`src/rtl/hazard_pkg.sv`:
```
// rtl/hazard_pkg.sv - mode encoding, lamp patterns and mode sequencing helpers for the hazard lamp controller
package hazard_pkg;

  typedef enum logic [1:0] {
    CALM = 2'd0,
    R2L  = 2'd1,
    L2R  = 2'd2
  } mode_t;

  // leds[2] is the leftmost lamp
  localparam logic [2:0] P_CALM0 = 3'b101;
  localparam logic [2:0] P_CALM1 = 3'b010;
  localparam logic [2:0] P_R2L0  = 3'b001;
  localparam logic [2:0] P_R2L1  = 3'b010;
  localparam logic [2:0] P_R2L2  = 3'b100;
  localparam logic [2:0] P_L2R0  = 3'b100;
  localparam logic [2:0] P_L2R1  = 3'b010;
  localparam logic [2:0] P_L2R2  = 3'b001;

  function automatic mode_t next_mode(mode_t m);
    case (m)
      CALM:    return R2L;
      R2L:     return L2R;
      default: return CALM;
    endcase
  endfunction

  function automatic logic [1:0] phase_max(mode_t m);
    case (m)
      CALM:     return 2'd1;
      R2L, L2R: return 2'd2;
      default:  return 2'd0;
    endcase
  endfunction

endpackage

```
`src/rtl/hazard_pattern_ctrl_step_prescaler.sv`:
```
// rtl/hazard_pattern_ctrl_step_prescaler.sv - step_prescaler: counts 0..STEP_DIV-1, flags the wrap cycle
module step_prescaler #(
  parameter int STEP_DIV = 8,
  parameter int CNT_W    = $clog2(STEP_DIV)
) (
  input  logic clk,
  input  logic reset,
  input  logic clr,
  input  logic en,
  output logic wrap
);

  localparam logic [CNT_W-1:0] LAST = CNT_W'(STEP_DIV - 1);

  logic [CNT_W-1:0] cnt;

  assign wrap = en && (cnt == LAST);

  always_ff @(posedge clk) begin
    if (!reset) begin
      cnt <= '0;
    end else if (clr) begin
      cnt <= '0;
    end else if (en) begin
      cnt <= wrap ? '0 : cnt + 1'b1;
    end
  end

endmodule

```
`src/rtl/hazard_pattern_ctrl.sv`:
```
// rtl/hazard_pattern_ctrl.sv - hazard lamp mode/phase FSM with prescaled stepping; HAZARD_PAUSE_EN adds the hold input
module hazard_pattern_ctrl
  import hazard_pkg::*;
#(
  parameter int STEP_DIV = 8,
  parameter int CNT_W    = $clog2(STEP_DIV)
) (
  input  logic       clk,
  input  logic       reset,
  input  logic       mode_pulse,
`ifdef HAZARD_PAUSE_EN
  input  logic       hold,
`endif
  output logic [2:0] leds,
  output logic [1:0] mode,
  output logic       step_stb
);

  logic [1:0] mode_q;
  logic [1:0] phase_q;
  logic       hold_i;
  logic       bad;
  logic       wrap;

`ifdef HAZARD_PAUSE_EN
  assign hold_i = hold;
`else
  assign hold_i = 1'b0;
`endif

  // An unreachable encoding (mode 3 or phase past the mode's last step) self-heals to CALM
  assign bad = (mode_q == 2'd3) || (phase_q > phase_max(mode_t'(mode_q)));

  step_prescaler #(
    .STEP_DIV (STEP_DIV),
    .CNT_W    (CNT_W)
  ) u_prescaler (
    .clk   (clk),
    .reset (reset),
    .clr   (mode_pulse || bad),
    .en    (!hold_i),
    .wrap  (wrap)
  );

  always_ff @(posedge clk) begin
    if (!reset) begin
      mode_q   <= CALM;
      phase_q  <= 2'd0;
      step_stb <= 1'b0;
    end else if (bad) begin
      mode_q   <= CALM;
      phase_q  <= 2'd0;
      step_stb <= 1'b0;
    end else if (mode_pulse) begin
      mode_q   <= next_mode(mode_t'(mode_q));
      phase_q  <= 2'd0;
      step_stb <= 1'b0;
    end else if (wrap) begin
      phase_q  <= (phase_q == phase_max(mode_t'(mode_q))) ? 2'd0 : phase_q + 2'd1;
      step_stb <= 1'b1;
    end else begin
      step_stb <= 1'b0;
    end
  end

  always_comb begin
    leds = 3'b000;
    case (mode_t'(mode_q))
      CALM: begin
        case (phase_q)
          2'd0:    leds = P_CALM0;
          2'd1:    leds = P_CALM1;
          default: leds = 3'b000;
        endcase
      end
      R2L: begin
        case (phase_q)
          2'd0:    leds = P_R2L0;
          2'd1:    leds = P_R2L1;
          2'd2:    leds = P_R2L2;
          default: leds = 3'b000;
        endcase
      end
      L2R: begin
        case (phase_q)
          2'd0:    leds = P_L2R0;
          2'd1:    leds = P_L2R1;
          2'd2:    leds = P_L2R2;
          default: leds = 3'b000;
        endcase
      end
      default: leds = 3'b000;
    endcase
  end

  assign mode = mode_q;

endmodule
```
`config.mk`:
```
export PLATFORM = sky130hd
export DESIGN_NAME = hazard_pattern_ctrl
export DESIGN_NICKNAME = d
export VERILOG_FILES = /design/src/rtl/hazard_pkg.sv /design/src/rtl/hazard_pattern_ctrl_step_prescaler.sv /design/src/rtl/hazard_pattern_ctrl.sv
export SDC_FILE = /design/constraint.sdc
export NUM_CORES = 1
export LEC_CHECK = 0
export CAP_MARGIN = 30
export CORE_AREA = 2 2 39 41
export DETAILED_ROUTE_END_ITERATION = 8
export DIE_AREA = 0 0 41 43
export GPL_TIMING_DRIVEN = 0
export PLACE_DENSITY_LB_ADDON = 0.08
export SLEW_MARGIN = 15
export SYNTH_ARGS = -nofsm -noshare
export SYNTH_HDL_FRONTEND = slang
export SYNTH_SLANG_ARGS = --single-unit
```
`constraint.sdc`:
```
create_clock -name clk -period 1.62 [get_ports clk]
set_input_delay 0.324 -clock clk [delete_from_list [all_inputs] [get_ports clk]]
set_output_delay 0.324 -clock clk [all_outputs]
set_load 0.005 [all_outputs]
```
==> summary by stage, run 1 <==
Outcome
The flow ran to the end, and the final reports show no timing, DRC or antenna violations.

Synthesis
The number of flip-flops and latches in the synthesized netlist is 8. A synthesized cell averages 9.83 sq um. Yosys attributes the largest share of cell area to sky130_fd_sc_hd__dfxtp_1 (29%), sky130_fd_sc_hd__ha_1 (27%), sky130_fd_sc_hd__mux2i_1 (5.5%), sky130_fd_sc_hd__nor4b_2 (5.5%), sky130_fd_sc_hd__nor3_1 (4.5%).

Of the total synthesized cell area, the portion taken by XOR and XNOR cells is 0%. The count of warnings emitted by yosys is 0. The count of distinct cell types in the synthesized netlist is 19. By count the netlist is led by sky130_fd_sc_hd__ha_1 (12), sky130_fd_sc_hd__dfxtp_1 (8), sky130_fd_sc_hd__inv_1 (5), sky130_fd_sc_hd__nand2_1 (5), sky130_fd_sc_hd__nor3_1 (5). The net count after synthesis is 71. After synthesis, the share of flip-flops with an asynchronous set or reset is 0%. The synthesized cell area is 551 sq um. The number of enable flip-flop cells after synthesis is 0. The main combinational cell family by area after synthesis is adder cells. The top-area cell type share of the netlist area is 29.1%. The synthesized netlist devotes 27.3% of its cell area to adder and majority cells.

The share of the yosys chip area belonging to registers is 29.1%. Yosys instantiated no cell more often than sky130_fd_sc_hd__ha_1. The largest area contributor in the synthesized netlist is sky130_fd_sc_hd__dfxtp_1. The predominant post-synthesis flop cell is sky130_fd_sc_hd__dfxtp_1.

The multiplexer area fraction after synthesis is 5.45%. Summing the areas of all compound-gate instances in the mapped netlist gives 8.41% of the synthesized area. Synthesis produced a netlist whose cell count is 56.

The simple logic cell fraction of the synthesized area is 24.8%.

Setup path
Data arrives at the worst endpoint at 1.79 ns. The worst setup path is of the reg -> reg kind. The data required time of the worst path is 1.79 ns. In this run the worst path has a maximum fanout of 8. The critical path launch point type is a flop. STA classifies the critical path endpoint as a flop.

Clock tree
The total clock buffers created by CTS is 3. The H-tree level count is 1. The clock tree from TritonCTS is yes. The clock slew at the register clock pins of the worst setup and hold paths is 0.06 ns. The maximum number of buffers from clock root to sink is 2.

Clock latency on the worst-skew pair, taken at its later pin, is 0.26 ns. The clock root buffer is sky130_fd_sc_hd__clkbuf_4. Clock tree synthesis found a total of 8 sinks. For this design, the CTS-stage hold fixing added 0 buffers.

Power and ir drop
Sequential cells burn 34.8% of the power. Per report_power, the clock group accounts for 25.4% of the total. The worst-case IR drop observed on VDD is 601 uV. The combinational share of power is 39.8%. The internal power summed over all cells is 445 uW. The total power is 656 uW. The net switching fraction of the power is 32.2%. The reported net switching power is 212 uW. In this run the power density over the cells is 861 nW/um^2. In this run the static leakage power is 0.000322 uW.

Placement
Detailed placement ended at an HPWL of 725 um. The port buffer count is 7. Routability-driven placement finished with a final weighted congestion of 0.652. The placed instances occupy a cell area of 658 sq um. The setup slack after placement is -0.138 ns.

Route
The count of antenna-violating nets left after detailed routing is 0. The routed layout has 435 vias. The detailed router finished its first iteration with 0 violations.

Summed over all layers, the routed wires come to 1.02 mm. The post-route met1 wirelength is 450 um. The amount of wire on met3 after detailed routing is 18 um. Using the TritonRoute via totals, the vias-per-cell ratio works out to 5.00. After detailed routing, no signal wire sits above met4. The number of iterations in the first detailed-routing pass is 1.

The post-detailed-route wirelength per cell is 11.7 um. For this run, design rule violations remaining after detail routing come to 0. The routed design uses 519 um of met2 wire.

Global route
The via count of the first global-routing pass is 425. The remaining global-route overflow is 0. The maximum number of pins on one net before global-route repair is 9. Across every metal layer, demand over resource in global routing totals 15.3%. The number of antenna violations at the first check in global routing is 0. The first global-routing pass estimated 1.75 mm of wire.

Die
The height of the die is 43 um. The die covers 1760 sq um. The core region is 1380 sq um.

For this design the top-level I/O count stands at 9. The initial cell density of the core is 39.8%. After floorplanning, the core was divided into 14 placement rows.

The horizontal die dimension is 41 um.

Layout
The number of nets in the layout is 87. With fillers left out, the area of the finished cells amounts to 762 sq um. The layout has 134 filler cells.

The area growth from synthesis to final layout is 38.4%. The repair_antennas step left the layout with diodes totalling 0. Measured on the finished design, the core utilization comes to 55.1%. The proportion of layout cells with a drive suffix above 1 is 45.1%.

Timing
The transition time at the pin with the least slew margin is 0.461 ns. The setup TNS after final layout is 0 ns. The minimum period implied by the final worst setup slack is 1.62 ns. The final setup slack of the worst path is 0.000234 ns.

The maximum operating frequency is 617 MHz. Setup repair after global routing could not meet its margin everywhere. The number of pins exceeding their max-slew limit in the final report is 0. The worst pin sits at a relative slew slack of 69.3%. The number of endpoints with negative hold slack in the final report is 0. The worst clock skew is 0.00902 ns. The post-route fraction of the period consumed by the critical path is 100%. The final setup violation count is 0.

Worst hold path
The class of the most critical hold timing path is in -> reg.

Run
The number of max-cap violations is 0.
[registers in the layout, summed over array words and instances (netlist names)]
register	count
phase_q	2
u_prescaler.cnt	3
step_stb	1
mode	2
[per-stage QoR]
step / hold slack, ns / std cells
after floorplan: 0.424 / 56
after global placement: 0.447 / 79
after detailed placement: 0.439 / 79
after CTS: 0.354 / 86
after global routing: 0.363 / 87
final: 0.356 / 87
[per-layer routing]
layer,global-route usage [%],up-vias
met5,0,-
met4,12.0,0
met3,3.14,4
met2,23.1,5
met1,17.6,202
li1,-,224
[final timing paths]
| path | start | to | slack (ns) | depth (start not counted) |
|---|---|---|---|---|
| max | mode[0]$_SDFFE_PP0P_ | step_stb$_SDFF_PP0_ | 0.0002 | 7 |
| min | mode_pulse | phase_q[0]$_SDFFE_PP0P_ | 0.36 | 2 |
| max reg2reg | mode[0]$_SDFFE_PP0P_ | step_stb$_SDFF_PP0_ | 0.0002 | 7 |
| min reg2reg | u_prescaler.cnt[0]$_SDFF_PP0_ | u_prescaler.cnt[0]$_SDFF_PP0_ | 0.46 | 1 |
[power by group through the flow]
stage / combinational [uW] / clock [uW] / sequential (uW)
after floorplan: 150 / 0 / 228
after global placement: 221 / 0 / 230
after detailed placement: 219 / 0 / 230
after CTS: 267 / 174 / 229
after global routing: 291 / 182 / 231
final: 261 / 167 / 228
[worst max-delay path: stages, from the launching register on]
cell	delay (ns)
sky130_fd_sc_hd__dfxtp_4	0.39
sky130_fd_sc_hd__inv_4	0.05
sky130_fd_sc_hd__ha_4	0.25
sky130_fd_sc_hd__inv_2	0.03
sky130_fd_sc_hd__ha_4	0.21
sky130_fd_sc_hd__nor2b_4	0.12
sky130_fd_sc_hd__o21a_4	0.23
sky130_fd_sc_hd__nor4b_2	0.23
[logic make-up (layout without fill, tap and decap cells)]
kind of cell               count (synthesis)  count (layout)
and+or+nand+nor                           19              19
DFF                                        8               8
adders and majority gates                 12              12
AOI/OAI and AO/OA                          7               7
buffers and inverters                      7              22
muxes                                      3               3
[cells in the final DEF, fill, tap and decap left out, types with 3 or more instances in the layout]
cell type and instances:
sky130_fd_sc_hd__clkdlybuf4s50_1 3, sky130_fd_sc_hd__nand2_1 5, sky130_fd_sc_hd__dfxtp_1 4, sky130_fd_sc_hd__clkbuf_4 3
sky130_fd_sc_hd__mux2i_1 3, sky130_fd_sc_hd__ha_4 4, sky130_fd_sc_hd__buf_4 4, sky130_fd_sc_hd__ha_1 7
sky130_fd_sc_hd__nor3_1 4, sky130_fd_sc_hd__a21oi_1 3
[layout make-up]
type | count | area (sq um) | share of cell area (%)
plain buffers | 2 | 8.76 | 1.15
multi-input cells | 41 | 425 | 55.8
repair buffers | 11 | 87.6 | 11.5
clock buffers | 4 | 26.3 | 3.45
inverters | 5 | 23.8 | 3.12
flip-flops and latches | 8 | 170 | 22.3
well taps | 16 | 20.0 | 2.63
[timing repair]
| action | CTS | global route |
|---|---|---|
| endpoints found under the setup margin | 11 | 9 |
| gates resized for setup | 24 | 6 |
| gates cloned | 0 | 0 |
| buffers inserted | 3 | 1 |
| pin swaps | 6 | 0 |
(Power assumes the default switching activity.)
==> inputs of run 2 (changes only) <==
- ABC_CLOCK_PERIOD_IN_PS: not set -> 1620
- TNS_END_PERCENT: not set -> 20
==> summary by stage, run 2 (synthesized netlist as in run 1, its figures left out) <==
Timing
The number of endpoints with negative hold slack in the final report is 0 (unchanged). The maximum operating frequency came to 617 MHz (about the same). The worst clock skew came to 0.00902 ns (unchanged).

The transition time at the pin with the least slew margin is 0.461 ns (unchanged). The number of pins exceeding their max-slew limit in the final report is 0 (unchanged). The final setup violation count is 1 (+1). The post-route fraction of the period consumed by the critical path is 100% (about the same). Setup repair after global routing could not meet its margin everywhere. The final setup slack of the worst path is -0.000361 ns (-0.000595 ns). The minimum period implied by the final worst setup slack is 1.62 ns (+0.000595 ns). The worst slew slack as a fraction of its limit came to 69.3% (unchanged).

Clock tree
The clock slew at the register clock pins of the worst setup and hold paths came to 0.06 ns (about the same). The clock insertion delay at the later pin of the skew report was 0.26 ns (about the same). The number of hold-repair buffers added at the cts stage is 0 (unchanged). The total clock buffers created by CTS is 3 (unchanged).

The clock root buffer is sky130_fd_sc_hd__clkbuf_4. The H-tree level count was 1 (unchanged). The total number of clock tree sinks came to 8 (unchanged). The maximum number of buffers from clock root to sink is 2 (unchanged). The clock tree from TritonCTS is yes.

Power and ir drop
The combinational share of power came to 39.3% (-0.5 points). The power per standard cell area was 866 nW/um^2 (+0.53%). The internal power summed over all cells is 442 uW (-0.57%).

The reported net switching power is 211 uW (-0.22%). The net switching fraction of the power was 32.3% (+0.077 points). The sequential share of power came to 35.1% (+0.3 points). The part of the power in the clock network is 25.5% (about the same).

The standby leakage power was 0.000317 uW (-1.7%). The highest ir drop seen on vdd is 601 uV (-0.11%).

Global route
The global-route wire length before repair is 1.75 mm (unchanged). The remaining global-route overflow is 0 (unchanged). The via count of the first global-routing pass is 425 (unchanged).

The maximum number of pins on one net before global-route repair was 9 (unchanged). The total routing resource utilization after global routing is 15.3% (unchanged). The number of antenna violations at the first check in global routing came to 0 (unchanged).

Setup path
The critical path launch point type is a flop. The arrival time of data at the critical path endpoint is 1.79 ns (about the same). In this run the worst setup path terminates at step_stb$_SDFF_PP0_.

The count of cells along the worst register-to-register path is 7 (unchanged). The total number of cells along the worst setup path is 7 (unchanged). The number of buffers and inverters on the critical path is 2 (unchanged). The worst reg-to-reg setup slack is -0.0004 ns (about the same).

The stage delay of the slowest cell on the critical path is 0.39 ns (about the same). The worst reg2reg path endpoint is step_stb$_SDFF_PP0_. The critical path is of the reg -> reg type.

The highest-delay cell along the critical path is sky130_fd_sc_hd__dfxtp_4. The launching point of the worst reg2reg path is mode[0]$_SDFFE_PP0P_. The cell class contributing the biggest share of worst-path delay is adder cells. The maximum fanout encountered on the critical timing path is 8 (unchanged). The cell occurring most often along the worst timing path is sky130_fd_sc_hd__ha_4.

The data required time of the worst path was 1.79 ns (about the same). The critical path goes through inv_4, ha_4, inv_2, ha_4, nor2b_4, o21a_4, nor4b_2. The worst setup path is captured at a flop.

The critical path startpoint is mode[0]$_SDFFE_PP0P_.

Placement
The placed instance count came to 79 (unchanged). The post-detailed-placement half-perimeter wirelength is 725 um (unchanged). The port buffer count is 7 (unchanged).

The setup slack after placement came to -0.138 ns (unchanged). The post-place instance area came to 658 sq um (unchanged). The final weighted congestion in routability-driven placement came to 0.652 (unchanged).

Layout
The final non-filler cell total is 86 (-1.1%). The number of nets in the layout came to 86 (-1.1%). The antenna diode count is 0 (unchanged). The final standard cell area without fillers was 754 sq um (-0.99%).

The proportion of layout cells with a drive suffix above 1 came to 44.3% (-0.78 points). The filler cell count is 134 (unchanged). The flip-flop count of the largest register, all copies and words added is 3 (unchanged). In the layout the commonest cells are sky130_fd_sc_hd__ha_1 (7), sky130_fd_sc_hd__nand2_1 (5), sky130_fd_sc_hd__nor3_1 (4), sky130_fd_sc_hd__ha_4 (4), sky130_fd_sc_hd__dfxtp_1 (4). The library cell used most frequently in the layout, excluding fill and tap cells, is sky130_fd_sc_hd__ha_1. The area growth from synthesis to final layout is 37.0%. The register with the most flip-flops is u_prescaler.cnt.

Die
The initial cell density of the core is 39.8% (unchanged). The count of pins on the block boundary is 9 (unchanged). The horizontal die dimension came to 41 um (unchanged). The core area is 1380 sq um (unchanged). The area of the die was 1760 sq um (unchanged). The number of rows created at floorplan was 14 (unchanged).

The height of the die is 43 um (unchanged).

Route
The count of antenna-violating nets left after detailed routing is 0 (unchanged). The number of violations reported at the end of detailed-routing iteration 0 is 0 (unchanged). The number of iterations in the first detailed-routing pass is 1 (unchanged).

The detailed-route via count is 431 (-0.92%). The number of remaining DRC errors is 0 (unchanged). The post-detailed-route wirelength per cell came to 11.7 um (+0.17%). The final wirelength is 1.01 mm (-0.98%).

The via-per-instance ratio came to 5.01 (+0.23%).

Worst hold path
The min-delay analysis places its worst path in the category in -> reg.

Outcome
The flow ran to the end, but the final reports show violations. The checks that failed: negative setup slack.

Run
The number of max-cap violations was 0 (unchanged).
run 2: stage by stage:
stage / setup TNS (ns) / hold slack, ns / total power, uW / util, %
final: -0.000361 / 0.356 / 653 / 54.5
after global routing: -0.285 / 0.363 / 701 / 54.5
after CTS: -0.00629 / 0.354 / 670 / 54.5
after detailed placement: -0.609 / 0.439 / 450 / 47.6
after global placement: -0.628 / 0.447 / 451 / 47.6
after floorplan: 0 / 0.424 / 378 / -
run 2: routing by layer:
metal	GRT usage [%]	wire length (um)
met1	17.6	452
met2	23.1	507
met4	12.0	30
met5	0	0
met3	3.14	18
run 2: how the worst min path moves through the flow:
stage                                             start                       endpoint  slack (ns)  cells after the start
after floorplan           u_prescaler.cnt[0]$_SDFF_PP0_  u_prescaler.cnt[0]$_SDFF_PP0_        0.42                      1
after global placement    u_prescaler.cnt[0]$_SDFF_PP0_  u_prescaler.cnt[0]$_SDFF_PP0_        0.45                      1
after detailed placement  u_prescaler.cnt[0]$_SDFF_PP0_  u_prescaler.cnt[0]$_SDFF_PP0_        0.44                      1
after CTS                                    mode_pulse        phase_q[0]$_SDFFE_PP0P_        0.35                      2
after global routing                         mode_pulse        phase_q[1]$_SDFFE_PP0P_        0.36                      2
final                                        mode_pulse        phase_q[0]$_SDFFE_PP0P_        0.36                      2
run 2: worst register-to-register path, delay by kind of cell, from the launching register on:
family                   cells  cell delay [ns]
buffers and inverters        2             0.08
AO/OA/AOI/OAI                1             0.23
adder cells (fa/ha/maj)      2             0.47
AND/OR/NAND/NOR              2             0.36
flip-flops                   1             0.39
run 2: timing repair:
item,4_1_cts,5_1_grt
gates resized for setup,24,6
pin swaps,6,0
endpoints found under the setup margin,11,9
buffers inserted,3,0
run 2: area by class of cell:
| cell class | count | area (sq um) | area share [%] |
|---|---|---|---|
| Multi-Input combinational cell | 41 | 425 | 56.4 |
| Sequential cell | 8 | 170 | 22.6 |
| Timing Repair Buffer | 10 | 80.1 | 10.6 |
| Clock buffer | 4 | 26.3 | 3.48 |
| Inverter | 5 | 23.8 | 3.15 |
| Tap cell | 16 | 20.0 | 2.65 |
| Buffer | 2 | 8.76 | 1.16 |
run 2: power groups by stage:
stage          clock (uW)  sequential (uW)  combinational [uW]
2_1_floorplan           0              228                 150
3_3_place_gp            0              230                 221
3_5_place_dp            0              230                 219
4_1_cts               174              229                 267
5_1_grt               182              232                 287
6_report              167              229                 257
==> inputs of run 3 (changes only) <==
- PLACE_DENSITY: not set -> 0.67
- PLACE_DENSITY_LB_ADDON: 0.08 -> not set
==> summary by stage, run 3 (synthesized netlist as in run 1, its figures left out) <==
Global route
The via count of the first global-routing pass is 407 (-4.2%). The maximum number of pins on one net before global-route repair is 9 (unchanged). The global-route wire length before repair is 1.61 mm (-8.3%).

The remaining global-route overflow is 0 (unchanged). The total routing resource utilization after global routing was 13.5% (-1.9 points). The number of antenna violations at the first check in global routing was 0 (unchanged).

Die
The count of pins on the block boundary is 9 (unchanged). The area of the die is 1760 sq um (unchanged). The initial cell density of the core is 39.8% (unchanged). The height of the die is 43 um (unchanged). The core area is 1380 sq um (unchanged). The horizontal die dimension is 41 um (unchanged). The number of rows created at floorplan came to 14 (unchanged).

Setup path
The endpoint class of the critical path is a flop. The worst setup path is launched from a flop. The startpoint identified for the worst register-to-register timing path is mode[0]$_SDFFE_PP0P_. The critical path in this run is classified as reg -> reg. The count of cells along the worst register-to-register path is 7 (unchanged). The arrival time of data at the critical path endpoint is 1.78 ns (about the same). The maximum fanout encountered on the critical timing path is 8 (unchanged).

The worst reg2reg path endpoint is step_stb$_SDFF_PP0_. The end of the critical path is step_stb$_SDFF_PP0_. The worst reg-to-reg setup slack is -0.007 ns (about the same).

In this run the worst setup path begins at mode[0]$_SDFFE_PP0P_. The data required time of the worst path is 1.78 ns (about the same).

Route
The count of antenna-violating nets left after detailed routing was 0 (unchanged). The final wirelength was 1.01 mm (unchanged). The detailed-route via count is 430 (-0.23%). The number of violations reported at the end of detailed-routing iteration 0 is 1 (+1). The number of iterations in the first detailed-routing pass is 2 (+1). The number of remaining DRC errors came to 0 (unchanged). The post-detailed-route wirelength per cell is 11.6 um (-1.1%). The via-per-instance ratio is 4.94 (-1.4%).

Timing
The final setup violation count is 2 (+1). The maximum operating frequency is 614 MHz (-0.44%). The setup TNS after final layout is -0.00988 ns (-0.00952 ns). The number of pins exceeding their max-slew limit in the final report is 0 (unchanged). The post-route fraction of the period consumed by the critical path is 100% (+0.44 points). Setup repair after global routing could not meet its margin everywhere. The worst clock skew is 0.00652 ns (-0.00250 ns). The final setup slack of the worst path is -0.00750 ns (-0.00713 ns).

The transition time at the pin with the least slew margin came to 0.492 ns (+0.0312 ns). The minimum period implied by the final worst setup slack is 1.63 ns (+0.00713 ns). The number of endpoints with negative hold slack in the final report is 0 (unchanged). The worst slew slack as a fraction of its limit is 67.2% (-2.1 points).

Power and ir drop
The net switching fraction of the power is 31.8% (-0.49 points). The standby leakage power is 0.000309 uW (-2.2%). The highest ir drop seen on vdd is 496 uV (-17%). The power per standard cell area is 858 nW/um^2 (-0.88%). The total power is 658 uW (+0.76%).

The reported net switching power is 210 uW (-0.75%). The internal power summed over all cells was 449 uW (+1.5%). The part of the power in the clock network is 24.0% (-1.5 points). The sequential share of power came to 34.0% (-1.1 points). The combinational share of power is 42.0% (+2.7 points).

Placement
The port buffer count is 7 (unchanged). The final weighted congestion in routability-driven placement is 0.696 (+6.7%). The post-detailed-placement half-perimeter wirelength is 662 um (-8.7%).

The post-place instance area is 658 sq um (unchanged). The placed instance count is 79 (unchanged).

Layout
The register with the most flip-flops is u_prescaler.cnt. The filler cell count came to 127 (-5.2%). The final non-filler cell total is 87 (+1.2%). The antenna diode count is 0 (unchanged). The library cell used most frequently in the layout, excluding fill and tap cells, is sky130_fd_sc_hd__ha_1.

The final standard cell area without fillers is 767 sq um (+1.7%). The top cell types in the final layout, fill and taps aside, are sky130_fd_sc_hd__ha_1 (8), sky130_fd_sc_hd__nand2_1 (5). The number of nets in the layout came to 87 (+1.2%). Compared with the post-synthesis result, the final layout area differs by 39.3%. The flip-flop count of the largest register, all copies and words added is 3 (unchanged). The final cell utilization of the core is 55.4% (+0.90 points). The proportion of layout cells with a drive suffix above 1 is 45.1% (+0.78 points).

Clock tree
The total clock buffers created by CTS is 3 (unchanged). The clock tree from TritonCTS is yes. The clock insertion delay at the later pin of the skew report was 0.25 ns (about the same).

The maximum number of buffers from clock root to sink was 2 (unchanged). The H-tree level count is 1 (unchanged). The root buffer cell chosen for the clock tree is sky130_fd_sc_hd__clkbuf_4.

The clock slew at the register clock pins of the worst setup and hold paths is 0.06 ns (about the same). The number of hold-repair buffers added at the cts stage is 0 (unchanged). The total number of clock tree sinks is 8 (unchanged).

Outcome
The final reports fail on negative setup slack. The flow ran to the end, but the final reports show violations.

Run
The number of max-cap violations is 0 (unchanged).

Worst hold path
The class of the most critical hold timing path is in -> reg.
-- run 3: cell types whose count changed in the layout (fill, tap and decap cells not counted), sizes merged --
cell           delta
clkbuf            +1
clkdlybuf4s50     +1
dlymetal6s2s      -1
-- run 3: final cells by class --
class	count	area, sq um	area share [%]
plain buffers	2	8.76	1.14
clock buffers	4	26.3	3.43
inverters	5	21.3	2.77
multi-input cells	41	435	56.8
flip-flops and latches	8	170	22.2
well taps	16	20.0	2.61
repair buffers	11	85.1	11.1
-- run 3: power groups by stage --
stage                     Clock [uW]  Combinational [uW]  Sequential, uW
after global placement             0                 216             230
after global routing             175                 303             226
after floorplan                    0                 150             228
after CTS                        166                 250             226
after detailed placement           0                 216             231
final                            158                 276             224
-- run 3: repair_timing --
item	in CTS	in global routing
setup endpoints to repair	11	9
pin swaps	2	4
resized for setup	18	10
setup buffers	2	2
-- run 3: how the worst min path moves through the flow --
stage,cells after the start,startpoint,endpoint,slack [ns]
2_1_floorplan,1,u_prescaler.cnt[0]$_SDFF_PP0_,u_prescaler.cnt[0]$_SDFF_PP0_,0.42
3_3_place_gp,1,u_prescaler.cnt[0]$_SDFF_PP0_,u_prescaler.cnt[0]$_SDFF_PP0_,0.44
3_5_place_dp,1,u_prescaler.cnt[0]$_SDFF_PP0_,u_prescaler.cnt[0]$_SDFF_PP0_,0.45
4_1_cts,2,mode_pulse,phase_q[1]$_SDFFE_PP0P_,0.36
5_1_grt,2,mode_pulse,phase_q[0]$_SDFFE_PP0P_,0.38
6_report,2,mode_pulse,phase_q[0]$_SDFFE_PP0P_,0.38
-- run 3: layer usage --
metal	wire length [um]	track usage (%)
met1	435	16.8
met5	0	0
met3	29	1.57
met4	0	8.00
met2	544	20.9
-- run 3: critical path, cell delays in order, from the launching register on --
cell	delay, ns
sky130_fd_sc_hd__dfxtp_4	0.37
sky130_fd_sc_hd__inv_4	0.05
sky130_fd_sc_hd__ha_4	0.25
sky130_fd_sc_hd__inv_2	0.04
sky130_fd_sc_hd__ha_4	0.21
sky130_fd_sc_hd__nor2b_4	0.12
sky130_fd_sc_hd__o21a_4	0.25
sky130_fd_sc_hd__nor4b_2	0.24
-- run 3: stage by stage --
stage | setup slack, ns | hold slack (ns)
CTS | -0.0327 | 0.361
finish | -0.00750 | 0.383
floorplan | 0.00970 | 0.424
global route | -0.0651 | 0.382
detailed placement | -0.140 | 0.447
global placement | -0.130 | 0.443
==> patch 1, RTL diff (flow settings as in run 3) <==
`STEP_DIV` is set to 8 in 2 places; all go to 4.
--- a/src/rtl/hazard_pattern_ctrl_step_prescaler.sv
+++ b/src/rtl/hazard_pattern_ctrl_step_prescaler.sv
@@ -1,5 +1,5 @@
 // rtl/hazard_pattern_ctrl_step_prescaler.sv - step_prescaler: counts 0..STEP_DIV-1, flags the wrap cycle
 module step_prescaler #(
-  parameter int STEP_DIV = 8,
+  parameter int STEP_DIV = 4,
   parameter int CNT_W    = $clog2(STEP_DIV)
 ) (
--- a/src/rtl/hazard_pattern_ctrl.sv
+++ b/src/rtl/hazard_pattern_ctrl.sv
@@ -3,5 +3,5 @@
   import hazard_pkg::*;
 #(
-  parameter int STEP_DIV = 8,
+  parameter int STEP_DIV = 4,
   parameter int CNT_W    = $clog2(STEP_DIV)
 ) (
Check against the original RTL: not equivalent (a bounded check fails within 10 cycles, from zero or initial values).
==> patch 1 against run 3 <==
The flow still finishes with violations (negative setup slack). Worst setup slack got worse by 0.064 ns. Core utilization decreased by 4.9 points. Synthesized area decreased by 9.5%. Total power decreased by 11%. Die area is the same. First-iteration DRC count rose to 8.0 times the old value. Routed wire length decreased by 7.2%. Sequential cell count fell by 1. Design area is 8.8% lower. Highest routed layer is now met4.
==> patch 1: results (changes against run 3) <==
Drt
  • Met3 routed WL: 49 µm (+69%)
  • First drt pass iteration count: 4 (+2)
  • WL/cell: 11.6 µm (-0.36%)
  • Iter 0 DRT Violations: 8 (+7)
  • Wire length on met1: 394 µm (-9.4%)
  • Routed wl met2: 470 µm (-14%)
  • Post-Route WL: 936 µm (-7.2%)
  • Max layer used: met4
  • Avg Vias per Cell: 5.02 (+1.7%)

Clock network
  • Root buffer cell: clkbuf_4
  • Worst-skew pair later-pin latency: 0.25 ns (about the same)

Setup path
  • CP Max Fanout: 5 (-3)
  • Worst R2R Setup Slack: -0.03 ns (-0.02 ns)
  • Crit path DAT: 1.37 ns (-0.41 ns)
  • Crit path to: leds[2]
  • Worst R2R End: u_prescaler.cnt[1]$_SDFF_PP0_

Power
  • Int Pwr: 407 µW (-9.3%)
  • Combinational Power Share: 39.8% (-2.2 points)
  • Combinational power: 233 µW (-16%)
  • VDD IR max: 427 µV (-14%)
  • Sequential power share: 34.3% (+0.3 points)
  • Leak Pwr: 0.271 nW (-12%)

Synth
  • Synth cell types: 20 (+1)
  • Multiplexer share of the synthesized area: 4.02% (-1.4 points)
  • Syn_nets: 61 (-14%)
  • Most common library cells after synthesis: ha_1, dfxtp_1, inv_1
  • Synth top area cells: dfxtp_1, ha_1, nor4b_4
  • Compound-Gate Fraction of Synth Area: 9.55% (+1.1 points)
  • Adder-Cell Fraction of Synth Area: 27.6% (+0.37 points)
  • Post-Synth XOR/XNOR Area: 0% (unchanged)
  • Post-Synthesis Cells: 47 (-16%)
  • Sequential area share after synthesis: 28.1% (-0.95 points)
  • Synth warn: 0 (unchanged)
  • Async set or reset register ratio after synthesis: 0% (unchanged)

GRT
  • Total GRT Usage: 14.1% (+0.63 points)
  • Largest net degree at the start of global routing: 8 (-1)
  • Vias in the first global route: 397 (-2.5%)
  • First-pass GRT wire length: 1670 µm (+3.9%)
  • Initial antenna violation count: 0 (unchanged)

STA
  • Final worst slack: -0.0713 ns (-0.0638 ns)
  • Setup TNS: -0.196 ns (-0.186 ns)
  • Worst clock skew: 0.00146 ns (-0.00506 ns)
  • Worst Tran Pin Value: 0.303 ns (-0.189 ns)
  • Final setup violation count: 5 (+3)

Final layout
  • Layout Nets: 80 (-8.0%)
  • Final Cell Area: 699 µm² (-8.8%)
  • Share of cells above drive strength 1: 53.8% (+8.8 points)
  • N_diodes: 0 (unchanged)
  • Filler instances: 137 (+7.9%)

Placed design
  • Place WS: -0.242 ns (-0.101 ns)
  • DP Cell Count: 71 (-10%)
  • Routability congestion estimate: 0.752 (+8.1%)
  • IO Port Bufs: 8 (+1)
  • Placed inst area: 601 µm² (-8.7%)
  • HPWL Detailed: 641 µm (-3.1%)

Outcome
  • Failing checks: negative setup slack
  • Status: finished with violations

Worst hold path
  • Tightest Hold Check Type: reg2reg
## patch 1: worst min-delay path by stage
| stage | from | end | slack (ns) | cells past startpoint |
|---|---|---|---|---|
| 2_1_floorplan | u_prescaler.cnt[0]$_SDFF_PP0_ | u_prescaler.cnt[0]$_SDFF_PP0_ | 0.42 | 1 |
| 5_1_grt | u_prescaler.cnt[0]$_SDFF_PP0_ | u_prescaler.cnt[0]$_SDFF_PP0_ | 0.47 | 1 |
| 6_report | u_prescaler.cnt[0]$_SDFF_PP0_ | u_prescaler.cnt[0]$_SDFF_PP0_ | 0.45 | 1 |
| 3_3_place_gp | u_prescaler.cnt[0]$_SDFF_PP0_ | u_prescaler.cnt[0]$_SDFF_PP0_ | 0.43 | 1 |
| 3_5_place_dp | u_prescaler.cnt[0]$_SDFF_PP0_ | u_prescaler.cnt[0]$_SDFF_PP0_ | 0.44 | 1 |
| 4_1_cts | u_prescaler.cnt[0]$_SDFF_PP0_ | u_prescaler.cnt[0]$_SDFF_PP0_ | 0.45 | 1 |
## patch 1: timing repair
item                                    in CTS  in global routing
resized for setup                           23                  4
endpoints found under the setup margin      10                 10
setup buffers                                6                  0
pin swaps                                   11                  5
cloned                                       0                  0
## patch 1: final cells by class
type	count	share of cell area (%)
Multi-Input combinational cell	35	53.1
Sequential cell	7	21.5
Timing Repair Buffer	14	15.7
Inverter	5	3.04
Tap cell	16	2.86
Clock buffer	4	3.76
## patch 1: layer usage
layer | up-vias | track usage [%]
li1 | 207 | -
met3 | 4 | 3.14
met5 | - | 0
met4 | 0 | 10.0
met1 | 186 | 17.3
met2 | 10 | 20.6
## patch 1: critical path, stage by stage, from the launching register on
cell and delay (ns):
dfxtp_4 0.37, inv_4 0.04, ha_4 0.16, a222oi_1 0.35, nor2_1 0.07, buf_2 0.13
==> patch 2, RTL diff (config.mk and constraints of run 3) <==
Without the edit above. Make the reset (`reset`) asynchronous in 2 clocked blocks.
--- a/src/rtl/hazard_pattern_ctrl_step_prescaler.sv
+++ b/src/rtl/hazard_pattern_ctrl_step_prescaler.sv
@@ -17,5 +17,5 @@
   assign wrap = en && (cnt == LAST);
 
-  always_ff @(posedge clk) begin
+  always_ff @(posedge clk or negedge reset) begin
     if (!reset) begin
       cnt <= '0;
--- a/src/rtl/hazard_pattern_ctrl.sv
+++ b/src/rtl/hazard_pattern_ctrl.sv
@@ -43,5 +43,5 @@
   );
 
-  always_ff @(posedge clk) begin
+  always_ff @(posedge clk or negedge reset) begin
     if (!reset) begin
       mode_q   <= CALM;
Function: differs if reset is asserted again (counterexample within 4 cycles, from zero or initial values and one cycle with reset low); with reset held inactive, the same outputs for 10 cycles.
==> patch 2 against run 3 <==
Core utilization is 9.1 points higher. Routed wire length rose by 14%. Fmax fell by 7.3%. Sequential cell count unchanged. The flow still finishes with violations (negative setup slack). Critical path depth decreased by 2. Design area grew 16%. Critical endpoint is now leds[1]. Worst setup slack worse by 0.13 ns. Largest cell class unchanged. Synthesized area increased by 13%.
Power is not compared: it rests on default switching activity, and its combinational part moved more than twofold at a synthesized area within 25%.
==> patch 2: results (changes against run 3) <==
Final layout
  • Multi-input combinational area share: 53.6% (-3.1 points)
  • Share of cells above drive strength 1: 56.8% (+12 points)
  • Clock network area share: 2.94% (-0.48 points)
  • Signal buf overhead: 15.5% (+3.3 points)
  • Non-Filler Instances: 90 (+3.4%)
  • Layout Nets: 92 (+5.7%)
  • Sequential cells: 8 (unchanged)
  • Max reg flops: 3 (unchanged)
  • Filler instances: 108 (-15%)
  • Clock buffers: 4 (unchanged)
  • Multi-input combinational cell count: 40 (-2.4%)
  • Seq/total area: 22.7% (+0.50 points)
  • Register Area: 203 µm² (+19%)
  • Buffers, non-clock: 17 (+4)

STA
  • Setup TNS: -0.873 ns (-0.863 ns)
  • Final worst slack: -0.136 ns (-0.128 ns)
  • Final setup violation count: 13 (+11)
  • Worst clock skew: 0.00118 ns (-0.00534 ns)
  • Relative slew slack: 76.2% (+9.0 points)

Setup path
  • Crit path DAT: 1.43 ns (-0.35 ns)
  • CP Max Fanout: 4 (-4)
  • Crit path max-delay family: flip-flops
  • CP max stage delay: 0.44 ns (+0.07 ns)
  • CP max stage cell: dfrtp_2

Placed design
  • HPWL Detailed: 733 µm (+11%)
  • Place WS: -0.231 ns (-0.0910 ns)
  • Placed inst area: 738 µm² (+12%)
  • DP Cell Count: 77 (-2.5%)
  • Routability congestion estimate: 0.682 (-2.0%)

Synth
  • Post-Synthesis Cells: 54 (-3.6%)
  • Synth cell types: 23 (+4)
  • Async set or reset register ratio after synthesis: 100% (+100 points)
  • Syn_nets: 71 (unchanged)
  • Sequential area share after synthesis: 32.2% (+3.1 points)
  • Most common library cells after synthesis: ha_1, dfrtp_1, inv_1
  • Synth top area cells: dfrtp_1, ha_1, a2bb2oi_4

Outcome
  • Failing checks: negative setup slack
  • Status: finished with violations

Clock network
  • Root buffer cell: clkbuf_4
  • Max clock buf depth: 2 (unchanged)
  • CTS buffer count: 3 (unchanged)

GRT
  • Initial antenna violation count: 0 (unchanged)
  • First-pass GRT wire length: 1960 µm (+22%)
  • Vias in the first global route: 447 (+9.8%)
  • Total GRT Usage: 17.1% (+3.6 points)

Drt
  • Avg Vias per Cell: 5.01 (+1.4%)
  • First drt pass iteration count: 3 (+1)
  • Iter 0 DRT Violations: 5 (+4)
  • Post-Route WL: 1150 µm (+14%)

Power
  • Int Pwr: 934 µW

Worst hold path
  • Tightest Hold Check Type: in2async
-- patch 2: power groups by stage --
stage | registers [mW] | logic, mW | clock network (mW)
after floorplan | 0.308 | 0.623 | 0
after global placement | 0.315 | 0.836 | 0
after detailed placement | 0.318 | 0.848 | 0
after CTS | 0.305 | 1.02 | 0.173
after global routing | 0.322 | 1.21 | 0.178
final | 0.312 | 1.11 | 0.165
-- patch 2: cells by family after synthesis --
kind of cell             share of synthesized area, %
flip-flops                                       32.2
multiplexers                                     3.22
buffers and inverters                            4.23
adder cells (fa/ha/maj)                          28.2
AO/OA/AOI/OAI                                    10.5
AND/OR/NAND/NOR                                  21.7
-- patch 2: final timing paths --
kind	start	cells after the start	to	slack, ns
min in group clk	mode_pulse	2	u_prescaler.cnt[1]$_DFF_PN0_	0.34
max reg2reg	mode[0]$_DFFE_PN0P_	8	step_stb$_DFF_PN0_	-0.09
min	reset	1	phase_q[0]$_DFFE_PN0P_	0.34
min reg2reg	u_prescaler.cnt[0]$_DFF_PN0_	1	u_prescaler.cnt[0]$_DFF_PN0_	0.46
max	mode[0]$_DFFE_PN0P_	5	leds[1]	-0.14
max in group asynchronous	reset	1	mode[1]$_DFFE_PN0P_	1.00
-- patch 2: what timing repair did --
item | in CTS | in global routing
pin swaps | 4 | 4
gates resized for setup | 17 | 13
setup buffers | 5 | 4
setup endpoints to repair | 11 | 12
-- patch 2: metal layers --
layer | vias to the layer above | GRT usage [%] | wire length (µm)
met5 | - | 0 | 0
met4 | 0 | 12.0 | 35
met3 | 4 | 4.19 | 40
met2 | 8 | 25.6 | 599
met1 | 212 | 20.3 | 471
li1 | 227 | - | -
